==> src/rtl/vp_controller_pkg.sv <==
// Shared types and constants for the load value prediction controller.
//   vp_state_t : controller FSM state
//   conf_t     : confidence counter at the default width
//   SATURATE   : saturated value of a default-width confidence counter
package vp_ctrl_pkg;

  localparam int unsigned ADDR_WIDTH     = 32;
  localparam int unsigned DATA_WIDTH     = 32;
  localparam int unsigned CONF_WIDTH_DEF = 2;

  typedef enum logic [1:0] {
    ST_IDLE    = 2'd0,
    ST_TRAIN   = 2'd1,
    ST_SPEC    = 2'd2,
    ST_RECOVER = 2'd3
  } vp_state_t;

  typedef logic [CONF_WIDTH_DEF-1:0] conf_t;

  localparam conf_t SATURATE = '1;

endpackage

==> src/rtl/vp_controller_if.sv <==
// Bus bundle between the MEM stage and the value prediction controller.
//   load issue   : ld_valid, ld_pc, pred_value
//   d-cache resp : dc_valid, dc_data
//   pipeline     : recovery_done
//   results      : spec_en, spec_value, spec_pc, vp_lock, commit, recover,
//                  fix_value, n_pred, n_mispred
// master = pipeline side, slave = controller side.
interface vp_controller_if;
  import vp_ctrl_pkg::*;

  logic                  ld_valid;
  logic [ADDR_WIDTH-1:0] ld_pc;
  logic [DATA_WIDTH-1:0] pred_value;
  logic                  dc_valid;
  logic [DATA_WIDTH-1:0] dc_data;
  logic                  recovery_done;

  logic                  spec_en;
  logic [DATA_WIDTH-1:0] spec_value;
  logic [ADDR_WIDTH-1:0] spec_pc;
  logic                  vp_lock;
  logic                  commit;
  logic                  recover;
  logic [DATA_WIDTH-1:0] fix_value;
  logic [31:0]           n_pred;
  logic [31:0]           n_mispred;

  modport master (
    output ld_valid, ld_pc, pred_value, dc_valid, dc_data, recovery_done,
    input  spec_en, spec_value, spec_pc, vp_lock, commit, recover,
           fix_value, n_pred, n_mispred
  );

  modport slave (
    input  ld_valid, ld_pc, pred_value, dc_valid, dc_data, recovery_done,
    output spec_en, spec_value, spec_pc, vp_lock, commit, recover,
           fix_value, n_pred, n_mispred
  );

endinterface

==> src/rtl/vp_conf_table.sv <==
// PC-indexed table of saturating confidence counters.
//   clk, rst_n : clock, async active-low reset (clears every entry)
//   rd_idx     : read index; rd_conf_c is the combinational entry value
//   wr_en      : update entry wr_idx this cycle
//   wr_inc     : 1 = saturating increment, 0 = clear to zero
module vp_conf_table #(
  parameter int unsigned INDEX_WIDTH = 6,
  parameter int unsigned CONF_WIDTH  = 2
) (
  input  logic                   clk,
  input  logic                   rst_n,
  input  logic [INDEX_WIDTH-1:0] rd_idx,
  output logic [CONF_WIDTH-1:0]  rd_conf_c,
  input  logic                   wr_en,
  input  logic [INDEX_WIDTH-1:0] wr_idx,
  input  logic                   wr_inc
);

  localparam int unsigned            ENTRIES  = 1 << INDEX_WIDTH;
  localparam logic [CONF_WIDTH-1:0]  CONF_MAX = {CONF_WIDTH{1'b1}};

  logic [CONF_WIDTH-1:0] conf_q [ENTRIES];
  logic [CONF_WIDTH-1:0] conf_d [ENTRIES];

  assign rd_conf_c = conf_q[rd_idx];

  // Single-entry update: saturating increment on a correct value, clear otherwise.
  always_comb begin
    conf_d = conf_q;
    if (wr_en) begin
      if (!wr_inc) begin
        conf_d[wr_idx] = '0;
      end else if (conf_q[wr_idx] != CONF_MAX) begin
        conf_d[wr_idx] = conf_q[wr_idx] + CONF_WIDTH'(1);
      end
    end
  end

  always_ff @(posedge clk or negedge rst_n) begin
    if (!rst_n) begin
      for (int i = 0; i < int'(ENTRIES); i++) conf_q[i] <= '0;
    end else begin
      conf_q <= conf_d;
    end
  end

endmodule

==> src/rtl/vp_controller.sv <==
// Load value prediction sequencer: decides per load whether to speculate,
// tracks the single outstanding prediction, and verifies it against the
// d-cache response, issuing one-cycle commit/recover pulses.
//   clk, rst_n : clock, async active-low reset
//   bus        : vp_controller_if slave (load issue, d-cache response,
//                recovery handshake, speculation results and statistics)
module vp_controller
  import vp_ctrl_pkg::*;
#(
  parameter int unsigned INDEX_WIDTH = 6,
  parameter int unsigned CONF_WIDTH  = CONF_WIDTH_DEF,
  parameter int unsigned CONF_THRESH = 2,
  parameter int unsigned TIMEOUT     = 64
) (
  input  logic            clk,
  input  logic            rst_n,
  vp_controller_if.slave  bus
);

  localparam int unsigned TIMER_W = (TIMEOUT > 1) ? $clog2(TIMEOUT) : 1;

  vp_state_t             state_q, state_d;
  logic [ADDR_WIDTH-1:0] spec_pc_q, spec_pc_d;
  logic [DATA_WIDTH-1:0] spec_value_q, spec_value_d;
  logic [DATA_WIDTH-1:0] fix_value_q, fix_value_d;
  logic                  spec_en_q, spec_en_d;
  logic                  commit_q, commit_d;
  logic                  recover_q, recover_d;
  logic                  vp_lock_q, vp_lock_d;
  logic [TIMER_W-1:0]    timer_q, timer_d;
  logic [31:0]           n_pred_q, n_pred_d;
  logic [31:0]           n_mispred_q, n_mispred_d;

  logic [INDEX_WIDTH-1:0] rd_idx;
  logic [CONF_WIDTH-1:0]  rd_conf;
  logic                   wr_en;
  logic [INDEX_WIDTH-1:0] wr_idx;
  logic                   wr_inc;
  logic                   value_match;

  assign rd_idx      = bus.ld_pc[INDEX_WIDTH+1:2];
  assign wr_idx      = spec_pc_q[INDEX_WIDTH+1:2];
  assign value_match = (bus.dc_data == spec_value_q);

  vp_conf_table #(
    .INDEX_WIDTH (INDEX_WIDTH),
    .CONF_WIDTH  (CONF_WIDTH)
  ) u_conf_table (
    .clk       (clk),
    .rst_n     (rst_n),
    .rd_idx    (rd_idx),
    .rd_conf_c (rd_conf),
    .wr_en     (wr_en),
    .wr_idx    (wr_idx),
    .wr_inc    (wr_inc)
  );

  // Next-state, capture, table-update and pulse generation.
  always_comb begin
    state_d      = state_q;
    spec_pc_d    = spec_pc_q;
    spec_value_d = spec_value_q;
    fix_value_d  = fix_value_q;
    spec_en_d    = 1'b0;
    commit_d     = 1'b0;
    recover_d    = 1'b0;
    timer_d      = timer_q;
    n_pred_d     = n_pred_q;
    n_mispred_d  = n_mispred_q;
    wr_en        = 1'b0;
    wr_inc       = 1'b0;

    unique case (state_q)
      ST_IDLE: begin
        if (bus.ld_valid) begin
          spec_pc_d    = bus.ld_pc;
          spec_value_d = bus.pred_value;
          if (rd_conf >= CONF_WIDTH'(CONF_THRESH)) begin
            state_d   = ST_SPEC;
            spec_en_d = 1'b1;
            timer_d   = '0;
            n_pred_d  = n_pred_q + 32'd1;
          end else begin
            state_d = ST_TRAIN;
          end
        end
      end

      ST_TRAIN: begin
        if (bus.dc_valid) begin
          wr_en   = 1'b1;
          wr_inc  = value_match;
          state_d = ST_IDLE;
        end
      end

      ST_SPEC: begin
        timer_d = timer_q + TIMER_W'(1);
        if (bus.dc_valid) begin
          wr_en  = 1'b1;
          wr_inc = value_match;
          if (value_match) begin
            commit_d = 1'b1;
            state_d  = ST_IDLE;
          end else begin
            fix_value_d = bus.dc_data;
            recover_d   = 1'b1;
            n_mispred_d = n_mispred_q + 32'd1;
            state_d     = ST_RECOVER;
          end
        end else if (timer_q == TIMER_W'(TIMEOUT - 1)) begin
          // No response in time: recover with the old fix_value, confidence untouched.
          recover_d   = 1'b1;
          n_mispred_d = n_mispred_q + 32'd1;
          state_d     = ST_RECOVER;
        end
      end

      ST_RECOVER: begin
        if (bus.recovery_done) state_d = ST_IDLE;
      end

      default: state_d = ST_IDLE;
    endcase

    vp_lock_d = (state_d == ST_SPEC) || (state_d == ST_RECOVER);
  end

  always_ff @(posedge clk or negedge rst_n) begin
    if (!rst_n) begin
      state_q      <= ST_IDLE;
      spec_pc_q    <= '0;
      spec_value_q <= '0;
      fix_value_q  <= '0;
      spec_en_q    <= 1'b0;
      commit_q     <= 1'b0;
      recover_q    <= 1'b0;
      vp_lock_q    <= 1'b0;
      timer_q      <= '0;
      n_pred_q     <= '0;
      n_mispred_q  <= '0;
    end else begin
      state_q      <= state_d;
      spec_pc_q    <= spec_pc_d;
      spec_value_q <= spec_value_d;
      fix_value_q  <= fix_value_d;
      spec_en_q    <= spec_en_d;
      commit_q     <= commit_d;
      recover_q    <= recover_d;
      vp_lock_q    <= vp_lock_d;
      timer_q      <= timer_d;
      n_pred_q     <= n_pred_d;
      n_mispred_q  <= n_mispred_d;
    end
  end

  assign bus.spec_en    = spec_en_q;
  assign bus.spec_value = spec_value_q;
  assign bus.spec_pc    = spec_pc_q;
  assign bus.vp_lock    = vp_lock_q;
  assign bus.commit     = commit_q;
  assign bus.recover    = recover_q;
  assign bus.fix_value  = fix_value_q;
  assign bus.n_pred     = n_pred_q;
  assign bus.n_mispred  = n_mispred_q;

endmodule

==> src/flat_wrapper.sv <==
// flat-port wrapper written by rule: the top's interface ports become plain ports
module vp_controller_flat import vp_ctrl_pkg::*;
#(
  parameter int unsigned INDEX_WIDTH = 6,
  parameter int unsigned CONF_WIDTH  = CONF_WIDTH_DEF,
  parameter int unsigned CONF_THRESH = 2,
  parameter int unsigned TIMEOUT     = 64
)
  (clk, rst_n, bus_ld_valid, bus_ld_pc, bus_pred_value, bus_dc_valid, bus_dc_data, bus_recovery_done, bus_spec_en, bus_spec_value, bus_spec_pc, bus_vp_lock, bus_commit, bus_recover, bus_fix_value, bus_n_pred, bus_n_mispred);
  vp_controller_if bus_i ();
  input  logic clk;
  input  logic rst_n;
  input wire logic [$bits(bus_i.ld_valid)-1:0] bus_ld_valid;
  input wire logic [$bits(bus_i.ld_pc)-1:0] bus_ld_pc;
  input wire logic [$bits(bus_i.pred_value)-1:0] bus_pred_value;
  input wire logic [$bits(bus_i.dc_valid)-1:0] bus_dc_valid;
  input wire logic [$bits(bus_i.dc_data)-1:0] bus_dc_data;
  input wire logic [$bits(bus_i.recovery_done)-1:0] bus_recovery_done;
  output wire logic [$bits(bus_i.spec_en)-1:0] bus_spec_en;
  output wire logic [$bits(bus_i.spec_value)-1:0] bus_spec_value;
  output wire logic [$bits(bus_i.spec_pc)-1:0] bus_spec_pc;
  output wire logic [$bits(bus_i.vp_lock)-1:0] bus_vp_lock;
  output wire logic [$bits(bus_i.commit)-1:0] bus_commit;
  output wire logic [$bits(bus_i.recover)-1:0] bus_recover;
  output wire logic [$bits(bus_i.fix_value)-1:0] bus_fix_value;
  output wire logic [$bits(bus_i.n_pred)-1:0] bus_n_pred;
  output wire logic [$bits(bus_i.n_mispred)-1:0] bus_n_mispred;
  assign bus_i.ld_valid = bus_ld_valid;
  assign bus_i.ld_pc = bus_ld_pc;
  assign bus_i.pred_value = bus_pred_value;
  assign bus_i.dc_valid = bus_dc_valid;
  assign bus_i.dc_data = bus_dc_data;
  assign bus_i.recovery_done = bus_recovery_done;
  assign bus_spec_en = bus_i.spec_en;
  assign bus_spec_value = bus_i.spec_value;
  assign bus_spec_pc = bus_i.spec_pc;
  assign bus_vp_lock = bus_i.vp_lock;
  assign bus_commit = bus_i.commit;
  assign bus_recover = bus_i.recover;
  assign bus_fix_value = bus_i.fix_value;
  assign bus_n_pred = bus_i.n_pred;
  assign bus_n_mispred = bus_i.n_mispred;
  vp_controller #(.INDEX_WIDTH(INDEX_WIDTH), .CONF_WIDTH(CONF_WIDTH), .CONF_THRESH(CONF_THRESH), .TIMEOUT(TIMEOUT)) u_core (.clk(clk), .rst_n(rst_n), .bus(bus_i));
endmodule
==> config.mk <==
export PLATFORM = sky130hd
export DESIGN_NAME = vp_controller_flat
export DESIGN_NICKNAME = d
export VERILOG_FILES = /design/src/rtl/vp_controller_pkg.sv /design/src/rtl/vp_controller_if.sv /design/src/rtl/vp_conf_table.sv /design/src/rtl/vp_controller.sv /design/src/flat_wrapper.sv
export SDC_FILE = /design/constraint.sdc
export NUM_CORES = 1
export LEC_CHECK = 0
export ABC_CLOCK_PERIOD_IN_PS = 7500
export BUFFER_PORTS_ARGS = -buffer_cell sky130_fd_sc_hd__buf_4
export CORE_UTILIZATION = 30
export DETAILED_ROUTE_END_ITERATION = 12
export REMOVE_ABC_BUFFERS = 1
export SYNTH_ARGS = -nofsm -noshare
export SYNTH_HDL_FRONTEND = slang
export SYNTH_SLANG_ARGS = --single-unit
==> constraint.sdc <==
create_clock -name clk -period 7.5 [get_ports clk]
set_input_delay 0.75 -clock clk [delete_from_list [all_inputs] [get_ports clk]]
set_output_delay 0.75 -clock clk [all_outputs]
set_load 0.05 [all_outputs]
==> flow_metrics.env <==
export IMPL_worst_path_max_fanout=48
export IMPL_fp_dieW_um=222
export IMPL_max_clock_path_buffers=3
export IMPL_worst_slew_margin_rel_pct=24.9
export IMPL_period_utilisation_layout_pct=61.8
export IMPL_worstPathArrival_ns=5.06
export IMPL_maxClockFrequency_mhz=216
export IMPL_holdBufCountCts=0
export IMPL_mean_cell_area_of_the_mapped_netlist_um2=12.9
export IMPL_fp_dieH_um=222
export IMPL_layout_cells_non_filler=2030
export IMPL_cp_required_ns=7.92
export IMPL_fin_nets=1500
export IMPL_n_antenna_cell=0
export IMPL_crit_type="flop to flop"
export IMPL_tritoncts="built"
export IMPL_antenna_found_initial=0
export IMPL_place_congestion=0.852
export IMPL_total_of_flip_flops_plus_latches_after_synthesis=300
export IMPL_routed_wire_length_per_instance_um=19.3
export IMPL_synth_top_cell_area_share_pct=51.6
export IMPL_ys_types=62
export IMPL_power_per_cell_area_mw_per_mm2=363
export IMPL_synth_top_cells_by_area="sky130_fd_sc_hd__dfrtp_1 52%, sky130_fd_sc_hd__mux2_2 14%, sky130_fd_sc_hd__mux4_2 5.9%, sky130_fd_sc_hd__mux2_1 4.3%, sky130_fd_sc_hd__xnor2_1 3.8%"
export IMPL_run_status="finished clean"
export IMPL_route_detailed_drc=0
export IMPL_place_detailed_hpwl_mm=27.0
export IMPL_hold_path_class="input pin to async pin"
export IMPL_number_of_enable_type_register_cells_in_the_synthesized_netlist=0
export IMPL_grt_setup_unrepaired="false"
export IMPL_timing_setup_tns_ns=0
export IMPL_cts_resized=0
export IMPL_synth_warnings=0
export IMPL_power_leakage_nw=8.56
export IMPL_final_design_area_no_fill_mm2=0.0184
export IMPL_io_buffers=264
export IMPL_seq_area_frac_synth_pct=51.6
export IMPL_number_of_setup_buffers_added_after_cts=0
export IMPL_clock_tree_htree_level_count=2
export IMPL_drt_antenna_violating_nets=0
export IMPL_cap_violations=0
export IMPL_max_vdd_ir_drop_uv=311
export IMPL_dr_total_vias=10100
export IMPL_postRouteWirelength_mm=39.2
export IMPL_buffer_cell_driving_the_clock_tree_root="sky130_fd_sc_hd__clkbuf_16"
export IMPL_critPathCaptureType="flop"
export IMPL_grt_total_usage_pct=16.0
export IMPL_core_area_mm2=0.0477
export IMPL_timing_final_hold_violations=0
export IMPL_start_util_pct=30.4
export IMPL_num_io_pins=265
export IMPL_grt_start_max_net_pins=153
export IMPL_fin_worst_skew_ns=0.0214
export IMPL_grt_pass1_vias=10700
export IMPL_cts_buffers_inserted=37
export IMPL_setup_viol=0
export IMPL_clock_sink_count=300
export IMPL_via_per_inst=4.99
export IMPL_areaGrowthSynthToFinish_pct=26.3
export IMPL_detailed_place_area_mm2=0.0172
export IMPL_grt_pass1_wl_mm=62.2
export IMPL_startpoint_type="flop"
export IMPL_clk_transition_reported_paths_ns=0.06
export IMPL_timing_hold_ws_ns=0.177
export IMPL_placed_cells_incl_taps=1966
export IMPL_globalRoute_totalOverflow=0
export IMPL_final_max_slew_violation_count=0
export IMPL_synth_top_cell_by_area="sky130_fd_sc_hd__dfrtp_1"
export IMPL_total_power_mw=6.66
export IMPL_asyncSetResetFlopFracSynth_pct=100
export IMPL_worstMarginPinSlew_ns=1.12
export IMPL_rows=80
export IMPL_r2r_setup_slack_ns=2.87
export IMPL_synth_cells=1127
export IMPL_floorplan_die_area_mm2=0.0493
export IMPL_drt_pass1_iterations=4
export IMPL_final_layout_size_suffix_gt1_share_pct=40.6
export IMPL_final_period_minus_worst_setup_slack_ns=4.63
export IMPL_insertion_delay_ns=0.55
export IMPL_drtIter0Drc=515
export IMPL_yosys_most_used_dff="sky130_fd_sc_hd__dfrtp_1"
export IMPL_syn_area_mm2=0.0145
==> worst paths after layout <==
path | cells after the start | startpoint | end
min in group clk | 2 | bus_ld_pc[16] | u_core.bus.spec_pc[16]
max in group asynchronous | 2 | rst_n | u_core.bus.spec_value[13]
min reg2reg | 1 | u_core.bus.n_mispred[31] | u_core.bus.n_mispred[31]
max | 12 | u_core.bus.spec_pc[4] | u_core.u_conf_table.conf_q[66]
min | 1 | rst_n | u_core.u_conf_table.conf_q[70]
max reg2reg | 12 | u_core.bus.spec_pc[4] | u_core.u_conf_table.conf_q[66]
==> synthesized netlist by cell type (all sizes together) (4+ instances only) <==
cell type / number
o22ai: 6
o21ai: 8
nand3: 28
nor3: 18
and3: 10
clkbuf: 35
nor2: 29
nand2: 90
dfrtp: 300
nand3b: 5
nand2b: 4
and2: 22
mux2: 234
nand4: 30
mux2i: 17
xnor2: 63
o211ai: 4
a21oi: 12
a311o: 4
nor4: 33
ha: 9
xor2: 32
and4: 4
buf: 26
inv: 22
mux4: 38
==> power by group <==
part / internal [mW] / switching, mW
registers: 1.92 / 0.318
clock network: 1.08 / 0.702
logic: 0.919 / 1.71
total: 3.92 / 2.73
==> area by class of cell <==
type | count | area (um2)
timing repair buffer | 285 | 2160
inverter | 23 | 86.3
tap | 615 | 769
multi-input combinational | 743 | 6630
clock buffer | 53 | 1100
fill | 4553 | 29400
clock inverter | 11 | 111
sequential | 300 | 7510
==> state kept, by name (all words and copies together), names as in the netlist <==
name,flops
u_core.bus.n_pred,32
u_core.bus.recover,1
u_core.bus.fix_value,32
u_core.bus.spec_pc,32
u_core.u_conf_table.conf_q,128
u_core.timer_q,6
u_core.bus.n_mispred,32
u_core.bus.vp_lock,1
u_core.bus.spec_en,1
u_core.bus.commit,1
u_core.bus.spec_value,32
u_core.state_q,2
==> metrics by stage <==
| stage | utilization, % | worst slack (ns) |
|---|---|---|
| finish | 38.5 | 2.87 |
| global route | 38.5 | 2.61 |
| CTS | 38.5 | 2.81 |
| detailed placement | 35.9 | 2.84 |
| global placement | 35.9 | 2.69 |
| floorplan | - | 1.29 |
==> critical path, stage by stage (launching register included) <==
cell and delay [ns]:
sky130_fd_sc_hd__dfrtp_2 1.04, sky130_fd_sc_hd__clkinv_1 0.51, sky130_fd_sc_hd__a221o_1 0.39, sky130_fd_sc_hd__a21oi_1 0.16, sky130_fd_sc_hd__o2bb2ai_1 0.08, sky130_fd_sc_hd__a21oi_1 0.14, sky130_fd_sc_hd__nand3_1 0.10, sky130_fd_sc_hd__ha_1 0.18
sky130_fd_sc_hd__and3_1 0.25, sky130_fd_sc_hd__nor4_1 0.88, sky130_fd_sc_hd__buf_4 0.31, sky130_fd_sc_hd__nand2_1 0.09, sky130_fd_sc_hd__mux2_1 0.35
==> kinds of logic after synthesis <==
| logic type | after synthesis | synth area share, % |
|---|---|---|
| compound gates | 63 | 3.36 |
| xor+xnor | 95 | 5.72 |
| fa+ha+maj | 9 | 0.775 |
| buf+inv | 84 | 2.95 |
| flops | 300 | 51.6 |
| mux | 289 | 25.2 |
| simple gates | 287 | 10.4 |
==> metal layers <==
metal | part of all wire (%) | GRT usage (%)
met4 | 3.0 | 6.41
met5 | 0 | 0
met2 | 50 | 26.8
met1 | 43 | 20.1
met3 | 4.8 | 3.10
==> placed cells by master (no fill, tap or decap), types with 4 or more instances in the layout <==
| cell type | n |
|---|---|
| sky130_fd_sc_hd__nand4_1 | 30 |
| sky130_fd_sc_hd__buf_4 | 282 |
| sky130_fd_sc_hd__a21oi_1 | 11 |
| sky130_fd_sc_hd__nand3_1 | 27 |
| sky130_fd_sc_hd__and4_1 | 4 |
| sky130_fd_sc_hd__a311o_1 | 4 |
| sky130_fd_sc_hd__nand3b_1 | 5 |
| sky130_fd_sc_hd__and2_1 | 22 |
| sky130_fd_sc_hd__o22ai_1 | 6 |
| sky130_fd_sc_hd__clkbuf_8 | 7 |
| sky130_fd_sc_hd__and3_1 | 10 |
| sky130_fd_sc_hd__mux2i_1 | 17 |
| sky130_fd_sc_hd__nor2_1 | 29 |
| sky130_fd_sc_hd__clkbuf_1 | 7 |
| sky130_fd_sc_hd__dfrtp_1 | 298 |
| sky130_fd_sc_hd__nand2_1 | 88 |
| sky130_fd_sc_hd__mux2_2 | 178 |
| sky130_fd_sc_hd__clkbuf_16 | 39 |
| sky130_fd_sc_hd__xor2_1 | 32 |
| sky130_fd_sc_hd__mux4_2 | 38 |
| sky130_fd_sc_hd__nand2b_1 | 4 |
| sky130_fd_sc_hd__inv_1 | 22 |
| sky130_fd_sc_hd__clkinv_2 | 7 |
| sky130_fd_sc_hd__ha_1 | 9 |
| sky130_fd_sc_hd__o21ai_0 | 8 |
| sky130_fd_sc_hd__nor3_1 | 16 |
| sky130_fd_sc_hd__nor4_1 | 33 |
| sky130_fd_sc_hd__mux2_1 | 56 |
| sky130_fd_sc_hd__xnor2_1 | 63 |
(Power assumes the default switching activity.)
